===== src/rtl/axis_pkg.sv =====
// Shared constants and helpers for the AXI4-Stream width converters.
// Default widths match the 512-bit stack core to 64-bit MAC boundary.
package axis_pkg;

  localparam int AXIS_IN_WIDTH  = 512;
  localparam int AXIS_OUT_WIDTH = 64;
  localparam int AXIS_RATIO     = AXIS_IN_WIDTH / AXIS_OUT_WIDTH;
  localparam int AXIS_IDX_W     = $clog2(AXIS_RATIO);

  // Widest keep vector the encoder accepts (4096-bit data).
  localparam int KEEP_MAX_W = 512;

  typedef logic [AXIS_IDX_W-1:0] seg_idx_t;

  typedef enum logic {
    ST_IDLE = 1'b0,
    ST_SEND = 1'b1
  } dc_state_t;

  // Index of the highest segment holding at least one enabled byte.
  // An all-zero keep yields segment 0.
  function automatic int keep_last_seg(input logic [KEEP_MAX_W-1:0] keep,
                                       input int ratio,
                                       input int seg_bytes);
    int seg;
    seg = 0;
    for (int b = 0; b < KEEP_MAX_W; b++) begin
      if (b < ratio * seg_bytes && keep[b]) seg = b / seg_bytes;
    end
    return seg;
  endfunction

endpackage


===== src/rtl/axis_width_downconverter.sv =====
// AXI4-Stream width reducer: one wide beat is replayed as RATIO narrow beats,
// LSB segment first, with trailing empty segments trimmed on tlast beats.
module axis_width_downconverter
  import axis_pkg::*;
#(
  parameter int IN_WIDTH  = AXIS_IN_WIDTH,
  parameter int OUT_WIDTH = AXIS_OUT_WIDTH
) (
  input  logic                   aclk,
  input  logic                   areset,
  input  logic                   s_axis_tvalid,
  output logic                   s_axis_tready,
  input  logic [IN_WIDTH-1:0]    s_axis_tdata,
  input  logic [IN_WIDTH/8-1:0]  s_axis_tkeep,
  input  logic                   s_axis_tlast,
  output logic                   m_axis_tvalid,
  input  logic                   m_axis_tready,
  output logic [OUT_WIDTH-1:0]   m_axis_tdata,
  output logic [OUT_WIDTH/8-1:0] m_axis_tkeep,
  output logic                   m_axis_tlast
);

  localparam int RATIO     = IN_WIDTH / OUT_WIDTH;
  localparam int IDX_W     = $clog2(RATIO);
  localparam int KEEP_W    = IN_WIDTH / 8;
  localparam int SEG_BYTES = OUT_WIDTH / 8;

  // Valid/ready: a beat transfers on a cycle where valid && ready. The master
  // side holds tvalid/tdata/tkeep/tlast steady until that cycle; the slave side
  // only asserts tready when the buffer is empty or is being drained this cycle.

  dc_state_t            state, state_n;
  logic [IDX_W-1:0]     idx, idx_n;
  logic [IDX_W-1:0]     last_seg, cap_last_seg;
  logic [IN_WIDTH-1:0]  buf_data;
  logic [KEEP_W-1:0]    buf_keep;
  logic                 buf_last;
  logic                 at_last;
  logic                 m_fire;
  logic                 s_fire;

  assign m_axis_tvalid = (state == ST_SEND);
  assign at_last       = (idx == last_seg);
  assign m_fire        = m_axis_tvalid && m_axis_tready;
  assign s_axis_tready = !areset && ((state == ST_IDLE) || (m_fire && at_last));
  assign s_fire        = s_axis_tvalid && s_axis_tready;

  assign m_axis_tdata  = buf_data[OUT_WIDTH*idx +: OUT_WIDTH];
  assign m_axis_tkeep  = buf_keep[SEG_BYTES*idx +: SEG_BYTES];
  assign m_axis_tlast  = m_axis_tvalid && buf_last && at_last;

  // Non-final beats always emit every segment, empty ones included.
  always_comb begin
    cap_last_seg = IDX_W'(RATIO - 1);
    if (s_axis_tlast)
      cap_last_seg = IDX_W'(keep_last_seg(KEEP_MAX_W'(s_axis_tkeep), RATIO, SEG_BYTES));
  end

  always_comb begin
    state_n = state;
    idx_n   = idx;
    case (state)
      ST_IDLE: begin
        if (s_fire) begin
          state_n = ST_SEND;
          idx_n   = '0;
        end
      end
      ST_SEND: begin
        if (m_fire) begin
          if (!at_last) begin
            idx_n = idx + 1'b1;
          end else if (s_fire) begin
            idx_n = '0;
          end else begin
            state_n = ST_IDLE;
            idx_n   = '0;
          end
        end
      end
      default: begin
        state_n = ST_IDLE;
        idx_n   = '0;
      end
    endcase
  end

  always_ff @(posedge aclk or posedge areset) begin
    if (areset) begin
      state <= ST_IDLE;
      idx   <= '0;
    end else begin
      state <= state_n;
      idx   <= idx_n;
    end
  end

  always_ff @(posedge aclk or posedge areset) begin
    if (areset) begin
      buf_data <= '0;
      buf_keep <= '0;
      buf_last <= 1'b0;
      last_seg <= '0;
    end else if (s_fire) begin
      buf_data <= s_axis_tdata;
      buf_keep <= s_axis_tkeep;
      buf_last <= s_axis_tlast;
      last_seg <= cap_last_seg;
    end
  end

endmodule


===== config.mk =====
export PLATFORM = sky130hd
export DESIGN_NAME = axis_width_downconverter
export DESIGN_NICKNAME = d
export VERILOG_FILES = /design/src/rtl/axis_pkg.sv /design/src/rtl/axis_width_downconverter.sv
export SDC_FILE = /design/constraint.sdc
export NUM_CORES = 1
export LEC_CHECK = 0
export ABC_CLOCK_PERIOD_IN_PS = 20700
export BUFFER_PORTS_ARGS = -buffer_cell sky130_fd_sc_hd__buf_4
export CAP_MARGIN = 10
export CORE_AREA = 2 2 254 256
export DETAILED_ROUTE_END_ITERATION = 10
export DIE_AREA = 0 0 256 258
export GPL_ROUTABILITY_DRIVEN = 0
export GPL_TIMING_DRIVEN = 0
export PLACE_DENSITY_LB_ADDON = 0.12
export SLEW_MARGIN = 25
export SYNTH_ARGS = -nofsm -noshare
export SYNTH_HDL_FRONTEND = slang
export SYNTH_SLANG_ARGS = --single-unit

===== constraint.sdc =====
create_clock -name aclk -period 20.7 [get_ports aclk]
set_clock_uncertainty 0.2 [all_clocks]
set_input_delay 2.07 -clock aclk [delete_from_list [all_inputs] [get_ports aclk]]
set_output_delay 2.07 -clock aclk [all_outputs]
set_load 0.02 [all_outputs]

==> qor.yml <==
yosys:
  synth_ff_type: "dfrtp_1"
  netlist.area_leader.share_pct: 54.5
  synth_commonest_cells: "dfrtp_1, mux2_2, nand2_1, mux4_2, mux2_4"
  yosysWarnings: 0
  synth_top_cell_by_area: "dfrtp_1"
  synth_most_common_cell: "dfrtp_1"
  syn_area_mm2: 0.0268
  synthCells: 1664
  syn_nets: 2246
  synth_edf_count: 0
  yosys-top-cells-area: "dfrtp_1, mux2_2, mux4_2"
  syn-mean-instance-area_um2: 16.1
  yosysSeqAreaShare_pct: 54.5
  async_reset_ff_share_pct: 100
  synth_seq_cells: 584
  synth.distinct_cells: 40
detailed_routing:
  post-route-drc-count: 0
  vias: 17500
  initialDrtViolationCount: 978
  first_pass_iters: 5
  wl_per_cell_um: 26.7
  viasPerCell: 5.28
  ant_nets: 0
  drt_wl_total_um: 88700
setup_path:
  critPathMaxFanout: 10
  crit_required_ps: 18430
  worstPathArrival_ps: 3450
  worstSetupStartpointType: "flop"
  cp-end-kind: "output pin"
  path_buf_inv: 4
  cp_slowest_cell: "clkbuf_1"
  critPathKind: "reg2out"
  cp_top_family: "buffers and inverters"
  path_common_cell: "buf_2"
  crit_chain: "buf_2 > buf_2 > clkbuf_1 > mux4_2 > mux2_2 > buf_4"
  max_stage_delay_ps: 600
power:
  ir_drop_uv: 88.9
  switching_share_pct: 32.3
  p_sw_mw: 1.81
  comb_power_share_pct: 43.6
  p_leak_nw: 16.2
  p_int_mw: 3.79
  p_clk_share_pct: 20.9
  powerDensity_mw_per_mm2: 159
  seqPwrFrac_pct: 35.5
  total_power_mw: 5.60
layout:
  seq_area_mm2: 0.0146
  num-fill-cells: 5345
  fin_cells: 3321
  fin_nets: 2977
  area_delta_synth_final_pct: 31.3
  drive_gt1_share_pct: 64.8
  multi_input_area_mm2: 0.0115
global_route:
  antenna_found_initial: 48
  gr-total-overflow: 0
  grt.total_usage_pct: 26.8
  grt_pass1_wl_um: 129000
  grt_max_degree: 96
  grt_pass1_vias: 19400
floorplanning:
  die_w_um: 256
  rows: 93
  die_h_um: 258
  dieArea_mm2: 0.0660
  io_pins: 656
  coreArea_mm2: 0.0636
  initial_utilization_pct: 42.1
clock_tree:
  cts.clk_slew.worst_paths_ps: 60
  cts_max_level: 3
  worstSkewPairLatency_ps: 590
  clk_path_buf_depth: 3
  ctsHoldBuffers: 0
  clock-sinks: 584
  cts_buffers: 67
  post_cts_buffers: 0
  cts-root-buf: "clkbuf_16"
  cts_tree: "yes"
  post_cts_resized: 0
sta:
  worst_slew_pin_slew_ps: 832
  slew_violations: 0
  finalSetupViolations: 0
  fmax_mhz: 175
  rsz0062_at_grt: "false"
  fin_crit_ps: 5720
  post-route-period-util_pct: 27.6
  hold_viol_final: 0
  slew_headroom_pct: 44.5
placement:
  dp_cells: 3181
  hpwl_um: 67400
  io_buffers: 655
hold_path:
  hold_class: "reg2reg"
outcome:
  outcome: "complete, no violations"
job:
  cap_violations: 0
## area by class of cell
class,instances,area share [%]
inverters,1,0.0320
clock buffers,101,5.65
well taps,855,3.04
plain buffers,114,2.08
multi-input cells,965,32.6
clock inverters,12,0.395
flip-flops and latches,584,41.5
repair buffers,662,14.5
diodes,27,0.192
## registers in the layout, indices dropped and copies added, names as in the netlist
register / count
buf_data: 512
buf_keep: 64
buf_last: 1
idx: 3
last_seg: 3
m_axis_tvalid: 1
## worst min-delay path, stage by stage (launching register included)
cell and delay (ps):
dfrtp_1 340, nand2_1 50, nand2_1 50
## cells by family (layout without fill, tap and decap cells)
family	Yosys count	count (layout)	share of synthesized area, %
AOI/OAI and AO/OA	15	15	0.415
DFF	584	584	54.5
buffers and inverters	115	890	2.74
muxes	737	737	38.9
adders and majority gates	1	1	0.0467
other	0	27	0
xor gates and xnor gates	6	6	0.196
and+or+nand+nor	206	206	3.19
## power by group through the flow
stage	Sequential [mW]	Clock (mW)	Combinational [mW]
after floorplan	1.90	0	1.73
after global placement	1.99	0	2.42
after detailed placement	2.01	0	2.46
after CTS	1.99	1.20	2.48
after global routing	2.06	1.25	2.60
final	1.99	1.17	2.44
## layout by cell type, fill, tap and decap left out, drive strengths merged, types with 2 or more instances in the layout
cell type	n
a21oi	3
buf	753
bufinv	3
clkbuf	124
clkinv	8
dfrtp	584
diode	27
inv	2
mux2	592
mux4	144
nand2	175
nor2	5
nor3	3
nor3b	2
nor4	9
o21ai	2
or4	4
xnor2	3
xor2	3
## layer usage
metal | vias to the layer above | GRT usage (%) | wire [µm]
met4 | 36 | 10.9 | 2720
met5 | - | 0 | 231
met2 | 568 | 44.4 | 44600
li1 | 7601 | - | -
met3 | 175 | 8.52 | 6570
met1 | 9160 | 32.6 | 34600
## metrics by stage
step	util (%)	hold WS, ps	cell area (µm²)	setup TNS (ps)	worst slack (ps)
floorplan	-	238	26800	0	2090
global placement	51.5	255	32800	-2704970	-4710
detailed placement	51.8	260	33000	0	15510
CTS	55.2	276	35100	0	14900
global route	55.3	288	35200	0	14860
finish	55.3	271	35200	0	14980
## final timing paths
check | from | endpoint | slack [ps] | depth (start not counted)
min | buf_keep[53] | buf_keep[53] | 270 | 2
min reg2reg | buf_keep[53] | buf_keep[53] | 270 | 2
max in group asynchronous | areset | buf_data[176] | 17460 | 5
max reg2reg | m_axis_tvalid | buf_data[4] | 18160 | 7
max | idx[1] | m_axis_tdata[49] | 14980 | 6
min in group asynchronous | areset | buf_data[204] | 1300 | 2
No activity file was read; power rests on OpenSTA's default activity.
